### src/rtl/din_debounce_pkg.sv
// Shared constants for the din_debounce input-conditioning block.
// Also holds a parameter legality helper used at elaboration time.
package din_debounce_pkg;

  localparam int DEB_CNT_W_DEFAULT = 16;
  localparam int DEB_CYC_DEFAULT   = 50000;
  localparam int DEB_SYNC_MIN      = 2;

  // True when the synchroniser depth and debounce length are usable for a counter of width cnt_w.
  function automatic bit deb_params_ok(int sync_stages, int cnt_w, int cyc);
    longint cnt_max;
    cnt_max = (longint'(1) << cnt_w) - 1;
    return (sync_stages >= DEB_SYNC_MIN) && (cnt_w >= 1) && (cyc >= 1) &&
           (longint'(cyc) <= cnt_max);
  endfunction

endpackage

### src/rtl/din_debounce_if.sv
// Signal bundle between the debouncer and its user.
// The master side drives the raw inputs and the count enable.
// The slave side is the debouncer itself.
// Optional macro DEBOUNCE_EDGE_EN adds the per-bit rise/fall strobes.
interface din_debounce_if
  import din_debounce_pkg::*;
#(
  parameter int BW = 1
);
  logic          ce;
  logic [BW-1:0] di_raw;
  logic [BW-1:0] do_stable;
  logic          changed;
`ifdef DEBOUNCE_EDGE_EN
  logic [BW-1:0] rise;
  logic [BW-1:0] fall;

  modport master (output ce, output di_raw,
                  input do_stable, input changed, input rise, input fall);
  modport slave  (input ce, input di_raw,
                  output do_stable, output changed, output rise, output fall);
`else
  modport master (output ce, output di_raw, input do_stable, input changed);
  modport slave  (input ce, input di_raw, output do_stable, output changed);
`endif
endinterface

### src/rtl/din_debounce_bit.sv
// One debounced bit: synchroniser chain, disagreement counter and stable flop.
// upd is combinational and high in the cycle before stable flips.
// The top level uses it to register the change strobes so that they line up with the new value.
module debounce_bit
  import din_debounce_pkg::*;
#(
  parameter int SYNC_STAGES  = DEB_SYNC_MIN,
  parameter int CNT_W        = DEB_CNT_W_DEFAULT,
  parameter int DEBOUNCE_CYC = DEB_CYC_DEFAULT
) (
  input  logic clk,
  input  logic rst,
  input  logic ce,
  input  logic din,
  output logic stable,
  output logic upd
);

  localparam logic [CNT_W-1:0] TERM = CNT_W'(DEBOUNCE_CYC - 1);

  logic [SYNC_STAGES-1:0] sync;
  logic [CNT_W-1:0]       cnt;
  logic                   s;
  logic                   at_term;

  assign s       = sync[SYNC_STAGES-1];
  assign at_term = (cnt == TERM);
  assign upd     = (s != stable) && ce && at_term;

  // Synchronise din, count enabled cycles of disagreement and accept the new value at terminal count.
  always_ff @(posedge clk) begin
    if (rst) begin
      sync   <= '0;
      cnt    <= '0;
      stable <= 1'b0;
    end else begin
      sync <= {sync[SYNC_STAGES-2:0], din};
      if (s == stable) begin
        cnt <= '0;
      end else if (ce) begin
        if (at_term) begin
          stable <= s;
          cnt    <= '0;
        end else begin
          cnt <= cnt + CNT_W'(1);
        end
      end
    end
  end

endmodule

### src/rtl/din_debounce.sv
// din_debounce: BW independent debounced inputs with a combined change strobe.
// Defining the macro DEBOUNCE_EDGE_EN adds registered per-bit rise/fall pulses.
// Those pulses coincide with changed.
module din_debounce
  import din_debounce_pkg::*;
#(
  parameter int BW           = 1,
  parameter int SYNC_STAGES  = DEB_SYNC_MIN,
  parameter int CNT_W        = DEB_CNT_W_DEFAULT,
  parameter int DEBOUNCE_CYC = DEB_CYC_DEFAULT
) (
  input  logic           clk,
  input  logic           rst,
  din_debounce_if.slave  bus
);

  if (!deb_params_ok(SYNC_STAGES, CNT_W, DEBOUNCE_CYC)) begin : g_bad_params
    $error("din_debounce: illegal parameters SYNC_STAGES=%0d CNT_W=%0d DEBOUNCE_CYC=%0d",
           SYNC_STAGES, CNT_W, DEBOUNCE_CYC);
  end

  logic [BW-1:0] stable;
  logic [BW-1:0] upd;
  logic          changed_q;

  for (genvar i = 0; i < BW; i++) begin : g_bit
    debounce_bit #(
      .SYNC_STAGES  (SYNC_STAGES),
      .CNT_W        (CNT_W),
      .DEBOUNCE_CYC (DEBOUNCE_CYC)
    ) u_bit (
      .clk    (clk),
      .rst    (rst),
      .ce     (bus.ce),
      .din    (bus.di_raw[i]),
      .stable (stable[i]),
      .upd    (upd[i])
    );
  end

  // One pulse whenever any bit is about to update, aligned with the new stable value.
  always_ff @(posedge clk) begin
    if (rst) changed_q <= 1'b0;
    else     changed_q <= |upd;
  end

  assign bus.do_stable = stable;
  assign bus.changed   = changed_q;

`ifdef DEBOUNCE_EDGE_EN
  logic [BW-1:0] rise_q;
  logic [BW-1:0] fall_q;

  // Direction of each update comes from the value being replaced.
  always_ff @(posedge clk) begin
    if (rst) begin
      rise_q <= '0;
      fall_q <= '0;
    end else begin
      rise_q <= upd & ~stable;
      fall_q <= upd & stable;
    end
  end

  assign bus.rise = rise_q;
  assign bus.fall = fall_q;
`endif

endmodule

### src/flat_wrapper.sv
// flat-port wrapper written by rule: the top's interface ports become plain ports
module din_debounce_flat import din_debounce_pkg::*;
#(
  parameter int BW           = 1,
  parameter int SYNC_STAGES  = DEB_SYNC_MIN,
  parameter int CNT_W        = DEB_CNT_W_DEFAULT,
  parameter int DEBOUNCE_CYC = DEB_CYC_DEFAULT
)
  (clk, rst, bus_ce, bus_di_raw, bus_do_stable, bus_changed);
  din_debounce_if #(.BW(BW)) bus_i ();
  input  logic clk;
  input  logic rst;
  input wire logic [$bits(bus_i.ce)-1:0] bus_ce;
  input wire logic [$bits(bus_i.di_raw)-1:0] bus_di_raw;
  output wire logic [$bits(bus_i.do_stable)-1:0] bus_do_stable;
  output wire logic [$bits(bus_i.changed)-1:0] bus_changed;
  assign bus_i.ce = bus_ce;
  assign bus_i.di_raw = bus_di_raw;
  assign bus_do_stable = bus_i.do_stable;
  assign bus_changed = bus_i.changed;
  din_debounce #(.BW(BW), .SYNC_STAGES(SYNC_STAGES), .CNT_W(CNT_W), .DEBOUNCE_CYC(DEBOUNCE_CYC)) u_core (.clk(clk), .rst(rst), .bus(bus_i));
endmodule
### config.mk
export PLATFORM = sky130hd
export DESIGN_NAME = din_debounce_flat
export DESIGN_NICKNAME = d
export VERILOG_FILES = /design/src/rtl/din_debounce_pkg.sv /design/src/rtl/din_debounce_if.sv /design/src/rtl/din_debounce_bit.sv /design/src/rtl/din_debounce.sv /design/src/flat_wrapper.sv
export SDC_FILE = /design/constraint.sdc
export NUM_CORES = 1
export LEC_CHECK = 0
export CAP_MARGIN = 0
export CORE_ASPECT_RATIO = 1.2
export CORE_MARGIN = 5
export CORE_UTILIZATION = 35
export CTS_BUF_LIST = sky130_fd_sc_hd__clkbuf_8
export CTS_CLUSTER_DIAMETER = 200
export DETAILED_ROUTE_END_ITERATION = 10
export PLACE_DENSITY = 0.52
export REMOVE_ABC_BUFFERS = 1
export SYNTH_ARGS = -nofsm -noshare
export SYNTH_HDL_FRONTEND = slang
export SYNTH_SLANG_ARGS = --single-unit
### constraint.sdc
create_clock -name clk -period 2.95 [get_ports clk]
set_input_delay 0.295 -clock clk [delete_from_list [all_inputs] [get_ports clk]]
set_output_delay 0.295 -clock clk [all_outputs]
set_load 0.03 [all_outputs]
==> metrics, run 1 <==
Reg2Reg Depth=5; drt pass-1 iters=4; H-tree levels=1; total power density per cell area=508.0 nW/µm²; Post-Synth Simple-Gate Area=36.74%; capture point of the worst reg-to-reg path=u_core.g_bit[0].u_bit.cnt[9]$_SDFFE_PP0P_; asr flop ratio synth=0%; CTS tree=built; worst-path fanout max=15; Filler Cells Inserted=270; Post-synth top flop=dfxtp_1; Post-Synth Adder-Cell Area=1.326%; Reg2Reg Launch Point=u_core.g_bit[0].u_bit.cnt[0]$_SDFFE_PP0P_; multiplexer area fraction after synthesis=2.122%; synth top area cells=dfxtp_1 42%, xnor2_1 11%, nor2_1 7.2%, nand4_4 6.8%, nor4_2 6.6%; Die Y=66.88 µm; core box area=2552 µm²; Cells after Synth=92; post-layout minimum cycle time=1.640 ns; pin count of the biggest net entering global routing=16; Min-Delay Endpoint=u_core.g_bit[0].u_bit.sync[1]$_SDFF_PP0_; outcome=finished, final reports clean; fin nets=106; cts hold-fix bufs=0; Fin. Hold Viols=0; max-slew violations=0; DR iter-0 viols=9; most common cell after layout, fill and taps aside=dfxtp_1; hold path depth=1; ANT cells=0; hold_sp=u_core.g_bit[0].u_bit.sync[0]$_SDFF_PP0_; first-pass GRT wire length=2870 µm; Longest Clk Path Bufs=2; slowest CP cell=clkdlybuf4s50_1; most frequent cells in the layout=20 x dfxtp_1, 18 x nor2_1, 12 x xnor2_1; Worst Skew=0.006774 ns; Routed Antenna Nets=0; Seq cells post-synth=20; RSZ-0062 raised after global routing=false; Warnings, synthesis=0; WL per Instance=11.66 µm; MaxCap Viol Count=0; max frequency=609.7 MHz; GRT overflow=0; DIE AREA=3838 µm²; GP Congestion=0.6868; DR DRC count=0; chip width=57.40 µm; DR vias=648; setup TNS=0 ns; DP HPWL=1132 µm; gr usage total=9.562%; EDFF count, synth=0; Ports=6; Overall Power=556.2 µW; worst slew pin tran=0.3767 ns; I/O Buffers=5; via/cell ratio=4.872; setup bufs post-CTS=0; R2R setup slack=1.36 ns; Compound-Gate Fraction of Synth Area=1.061%; largest family of logic cells by synthesized area=simple AND/OR/NAND/NOR gates; count of cell types in the netlist=26; WP data arrival=1.78 ns; drt total wl=1551 µm; final setup violation count=0; Synth top area share=42.44%; starting density of the core=36.96%; Num Clock Sinks=20; CP required=3.09 ns; CTS clk-pin slew, worst paths=0.08 ns; Max VDD drop=0.2758 mV; period utilisation layout=55.60%; CP endpoint kind=register; xor-xnor portion of the synthesized cell area=13.93%; type of the tightest min-delay check=register to register; worst-path cell chain=clkdlybuf4s50_1 -> and4_1 -> nand4_2 -> nand2b_2 -> nor2_1; P_leak=0.0003504 µW; vias in the first global route=664; worst-skew pair later-pin latency=0.26 ns; area grow syn2layout=16.05%; Slew headroom=74.53%; Mapped Area=943.4 µm²; kind of critical path=primary input to register; Seq/Total Area, Yosys=42.44%; floorplan row count=20; share of post-route cells with drive strength above 1=18.00%; initial antenna violation count=0; CTS Root Cell=clkbuf_8; dominant cell type by area after synthesis=dfxtp_1; Critical Path Start Type=primary input; # resized after CTS=0; max incr delay on CP=0.64 ns; CTS Buf Count=3; Mapped Avg Cell Area=10.25 µm²
Yosys cell counts (2+ instances only):
library cell	count
dfxtp_1	20
nor2_1	18
xnor2_1	12
nor4_2	5
inv_1	3
nand2_1	3
nand3_1	3
nand4_4	3
nor3_1	3
xor2_1	3
and4bb_2	2
mux2i_1	2
nor2b_1	2
area by class of cell:
cell class	count	area, µm²	share of cell area [%]
clock inverters	1	30.03	2.743
repair buffers	5	50.05	4.571
well taps	33	41.29	3.771
flip-flops and latches	20	400.4	36.57
inverters	3	11.26	1.029
multi-input cells	68	520.5	47.54
clock buffers	3	41.29	3.771
power by group:
group	leakage, µW	internal (µW)	switching [µW]
clock	0.0000357	181	92.0
combinational	0.000153	6.04	4.99
sequential	0.000161	271	0.888
total	0.000350	458	97.9
cell families after synthesis:
family                   count (synthesis)
multiplexers                             2
AND/OR/NAND/NOR                         48
AO/OA/AOI/OAI                            2
flip-flops                              20
buffers and inverters                    4
adder cells (fa/ha/maj)                  1
XOR/XNOR                                15
worst max path at each step:
stage | startpoint | endpoint | slack, ns | depth (start not counted)
4_1_cts | bus_ce | u_core.g_bit[0].u_bit.cnt[3]$_SDFFE_PP0P_ | 1.28 | 5
5_1_grt | bus_ce | u_core.g_bit[0].u_bit.cnt[9]$_SDFFE_PP0P_ | 1.18 | 5
3_5_place_dp | bus_ce | u_core.g_bit[0].u_bit.cnt[5]$_SDFFE_PP0P_ | 1.01 | 5
6_report | bus_ce | u_core.g_bit[0].u_bit.cnt[9]$_SDFFE_PP0P_ | 1.31 | 5
2_1_floorplan | u_core.g_bit[0].u_bit.cnt[0]$_SDFFE_PP0P_ | u_core.g_bit[0].u_bit.cnt[0]$_SDFFE_PP0P_ | 1.55 | 5
3_3_place_gp | bus_ce | u_core.g_bit[0].u_bit.cnt[9]$_SDFFE_PP0P_ | 1.07 | 5
sequential cells by signal (all words and copies together), names as in the netlist:
register                   cells
u_core.g_bit.u_bit.cnt        16
u_core.g_bit.u_bit.sync        2
u_core.bus.changed             1
u_core.g_bit.u_bit.stable      1
metal layers:
metal | part of all wire (%) | global-route usage (%) | routed length, µm | up-vias
li1 | - | - | - | 331
met1 | 47 | 11.20 | 736 | 304
met2 | 47 | 16.38 | 736 | 9
met3 | 2.8 | 1.550 | 43 | 4
met4 | 2.3 | 5.217 | 35 | 0
met5 | 0 | 0 | 0 | -
through the flow:
step	hold slack, ns	setup slack [ns]	util, %	std cells	cell area (µm²)
5_1_grt	0.4597	1.180	42.89	133	1095
4_1_cts	0.4635	1.284	42.89	133	1095
2_1_floorplan	0.3666	1.555	-	91	932.1
6_report	0.4477	1.310	42.89	133	1095
3_3_place_gp	0.4447	1.068	40.10	129	1023
3_5_place_dp	0.4466	1.014	40.10	129	1023
critical path: cells and delay by family:
kind	cells	cell delay [ns]
and+or+nand+nor	4	0.84
buffers and inverters	1	0.64
No activity file was read; power rests on OpenSTA's default activity.
==> run 2, diff against run 1 <==
--- a/config.mk
+++ b/config.mk
@@ -12,7 +12,7 @@
 export CTS_BUF_LIST = sky130_fd_sc_hd__clkbuf_8
 export CTS_CLUSTER_DIAMETER = 200
 export DETAILED_ROUTE_END_ITERATION = 10
-export PLACE_DENSITY = 0.52
+export PLACE_DENSITY = 0.54
 export REMOVE_ABC_BUFFERS = 1
 export SYNTH_ARGS = -nofsm -noshare
 export SYNTH_HDL_FRONTEND = slang
==> constraint.sdc (replaced) <==
create_clock -name clk -period 1.3 [get_ports clk]
set_input_delay 0.13 -clock clk [delete_from_list [all_inputs] [get_ports clk]]
set_output_delay 0.13 -clock clk [all_outputs]
set_load 0.03 [all_outputs]
==> run 2 against run 1 <==
Against the previous run: routed wire length rose by 32%; register-to-register slack got worse by 1.4 ns; global-route usage rose by 2.7 points; highest routed layer unchanged; largest power group is now sequential cells; the flow now finishes with violations (setup timing); largest cell class unchanged; combinational power rose to 3.5 times the previous value.
==> metrics, run 2 (synthesis gave the netlist of run 1 again) <==
outcome=finished, violations left; failing checks=setup timing; worst-path fanout max=6 (-9); ANT cells=0 (unchanged); hold_sp=bus_di_raw; final setup violation count=10 (+10); Die Y=66.88 µm (unchanged); worst-skew pair later-pin latency=0.26 ns (about the same); dpl cells=156 (+21%); chip width=57.40 µm (unchanged); DR DRC count=0 (unchanged); kind of critical path=register to register; Reg2Reg Launch Point=u_core.g_bit[0].u_bit.cnt[0]$_SDFFE_PP0P_; total power density per cell area=793.3 nW/µm² (+56%); pin count of the biggest net entering global routing=12 (-4); final worst slack=-0.01616 ns (-1.326 ns); CP required=1.45 ns (-1.64 ns); Num Clock Sinks=20 (unchanged); most common cell after layout, fill and taps aside=buf_4; Ports=6 (unchanged); post-layout minimum cycle time=1.316 ns; fin util=55.69% (+13 points); MaxCap Viol Count=0 (unchanged); WP data arrival=1.47 ns (-0.31 ns); Min Hold Slack=0.4189 ns (-0.02879 ns); worst slew pin tran=0.3079 ns (-0.06880 ns); I/O Buffers=5 (unchanged); CP startpoint=u_core.g_bit[0].u_bit.cnt[0]$_SDFFE_PP0P_; DR iter-0 viols=11 (+2); fin nets=136 (+28%); H-tree levels=1 (unchanged); Fin. Hold Viols=0 (unchanged); via/cell ratio=4.939 (+1.4%); CTS tree=built; CTS Buf Count=3 (unchanged); largest reg by FF count=u_core.g_bit.u_bit.cnt; Seq pwr share=54.8% (+5.9 points); Largest register FFs=16 (unchanged); clock share of power=41.9% (-7.2 points); pre-CTS WS=-0.3678 ns (-1.382 ns); initial antenna violation count=0 (unchanged); core box area=2552 µm² (unchanged); area grow syn2layout=50.66%; gr usage total=12.21% (+2.7 points); WL per Instance=12.56 µm (+7.7%); Worst Skew=0.004384 ns (-0.002390 ns); most frequent cells in the layout=26 x buf_4, 15 x nor2_1, 12 x xnor2_1; Max VDD drop=0.7373 mV (+170%); cts hold-fix bufs=0 (unchanged); Routed Antenna Nets=0 (unchanged); Slew headroom=79.47% (+4.9 points); CP endpoint kind=register; Sw Share=19.51% (+1.9 points); DIE AREA=3838 µm² (unchanged); first-pass GRT wire length=3525 µm (+23%); type of the tightest min-delay check=primary input to register; P_leak=0.0005776 µW (+65%); Top Registers=u_core.g_bit.u_bit.cnt: 16 flops, u_core.g_bit.u_bit.sync: 2 flops; Longest Clk Path Bufs=2 (unchanged); CTS clk-pin slew, worst paths=0.07 ns (about the same); final cell count without fillers=163 (+23%); Critical Path Start Type=register; CTS Root Cell=clkbuf_8; max frequency=759.8 MHz; vias in the first global route=804 (+21%); floorplan row count=20 (unchanged); GRT overflow=0 (unchanged); share of post-route cells with drive strength above 1=49.23% (+31 points); drt pass-1 iters=4 (unchanged); internal power=907.5 µW (+98%); drt total wl=2047 µm (+32%); DR vias=805 (+24%); DP HPWL=1439 µm (+27%); starting density of the core=36.96% (unchanged); power share of the combinational group=3.4% (+1.4 points); P_sw=220.0 µW (+120%); period utilisation layout=101.2%; RSZ-0062 raised after global routing=true; GP Congestion=0.7401 (+7.8%); max-slew violations=0 (unchanged)
==> run 2: worst max-delay path, stage by stage (launching register included) <==
cell and delay, ns:
dfxtp_2 0.36, ha_4 0.16, and4_4 0.25, nand4_4 0.14
nand2b_4 0.11, buf_6 0.13, nor2_1 0.05
==> run 2: power by group through the flow <==
stage | clock network, µW | registers (µW) | logic (µW)
after floorplan | 0 | 631 | 10.1
after CTS | 485 | 618 | 36.8
after global placement | 0 | 631 | 34.5
after detailed placement | 0 | 632 | 35.5
after global routing | 517 | 618 | 41.4
final | 472 | 618 | 38.1
==> run 2: routing by layer <==
layer | share of wire, % | GRT usage (%)
met1 | 43 | 13.07
met2 | 51 | 21.47
met3 | 2.0 | 2.519
met4 | 4.2 | 7.826
met5 | 0 | 0
==> run 2: worst paths after layout <==
path / cells after the start / slack (ns) / end
setup / recovery: 6 / -0.02 / u_core.g_bit[0].u_bit.cnt[12]$_SDFFE_PP0P_
hold / removal: 2 / 0.42 / u_core.g_bit[0].u_bit.sync[0]$_SDFF_PP0_
setup reg to reg: 6 / -0.02 / u_core.g_bit[0].u_bit.cnt[12]$_SDFFE_PP0P_
hold reg to reg: 1 / 0.45 / u_core.g_bit[0].u_bit.sync[1]$_SDFF_PP0_
==> run 2: final cells by class <==
class / instances / area [µm²]
fillers: 234 / 1131
multi-input cells: 69 / 614.3
flip-flops and latches: 20 / 411.6
repair buffers: 34 / 287.8
clock buffers: 4 / 55.05
well taps: 33 / 41.29
inverters: 3 / 11.26
==> run 2: repair_timing <==
item / in CTS / in global routing
pin swaps: 5 / 6
gates cloned: 0 / 1
buffers inserted: 0 / 2
setup endpoints to repair: 19 / 16
gates resized for setup: 15 / 14
==> run 2: per-stage QoR <==
step	power, µW	area (µm²)	setup TNS, ns
after CTS	1139	1345	-0.001398
final	1128	1421	-0.05751
after floorplan	641.5	932.1	-1.406
after detailed placement	667.1	1239	-5.745
after global routing	1176	1421	-0.7889
after global placement	665.9	1239	-5.016
==> run 3, diff against run 2 <==
--- a/config.mk
+++ b/config.mk
@@ -14,6 +14,7 @@
 export DETAILED_ROUTE_END_ITERATION = 10
 export PLACE_DENSITY = 0.54
 export REMOVE_ABC_BUFFERS = 1
+export SLEW_MARGIN = 25
 export SYNTH_ARGS = -nofsm -noshare
 export SYNTH_HDL_FRONTEND = slang
 export SYNTH_SLANG_ARGS = --single-unit
==> results of run 3 <==
The final DEF is identical to that of run 2; final timing and power are the same.
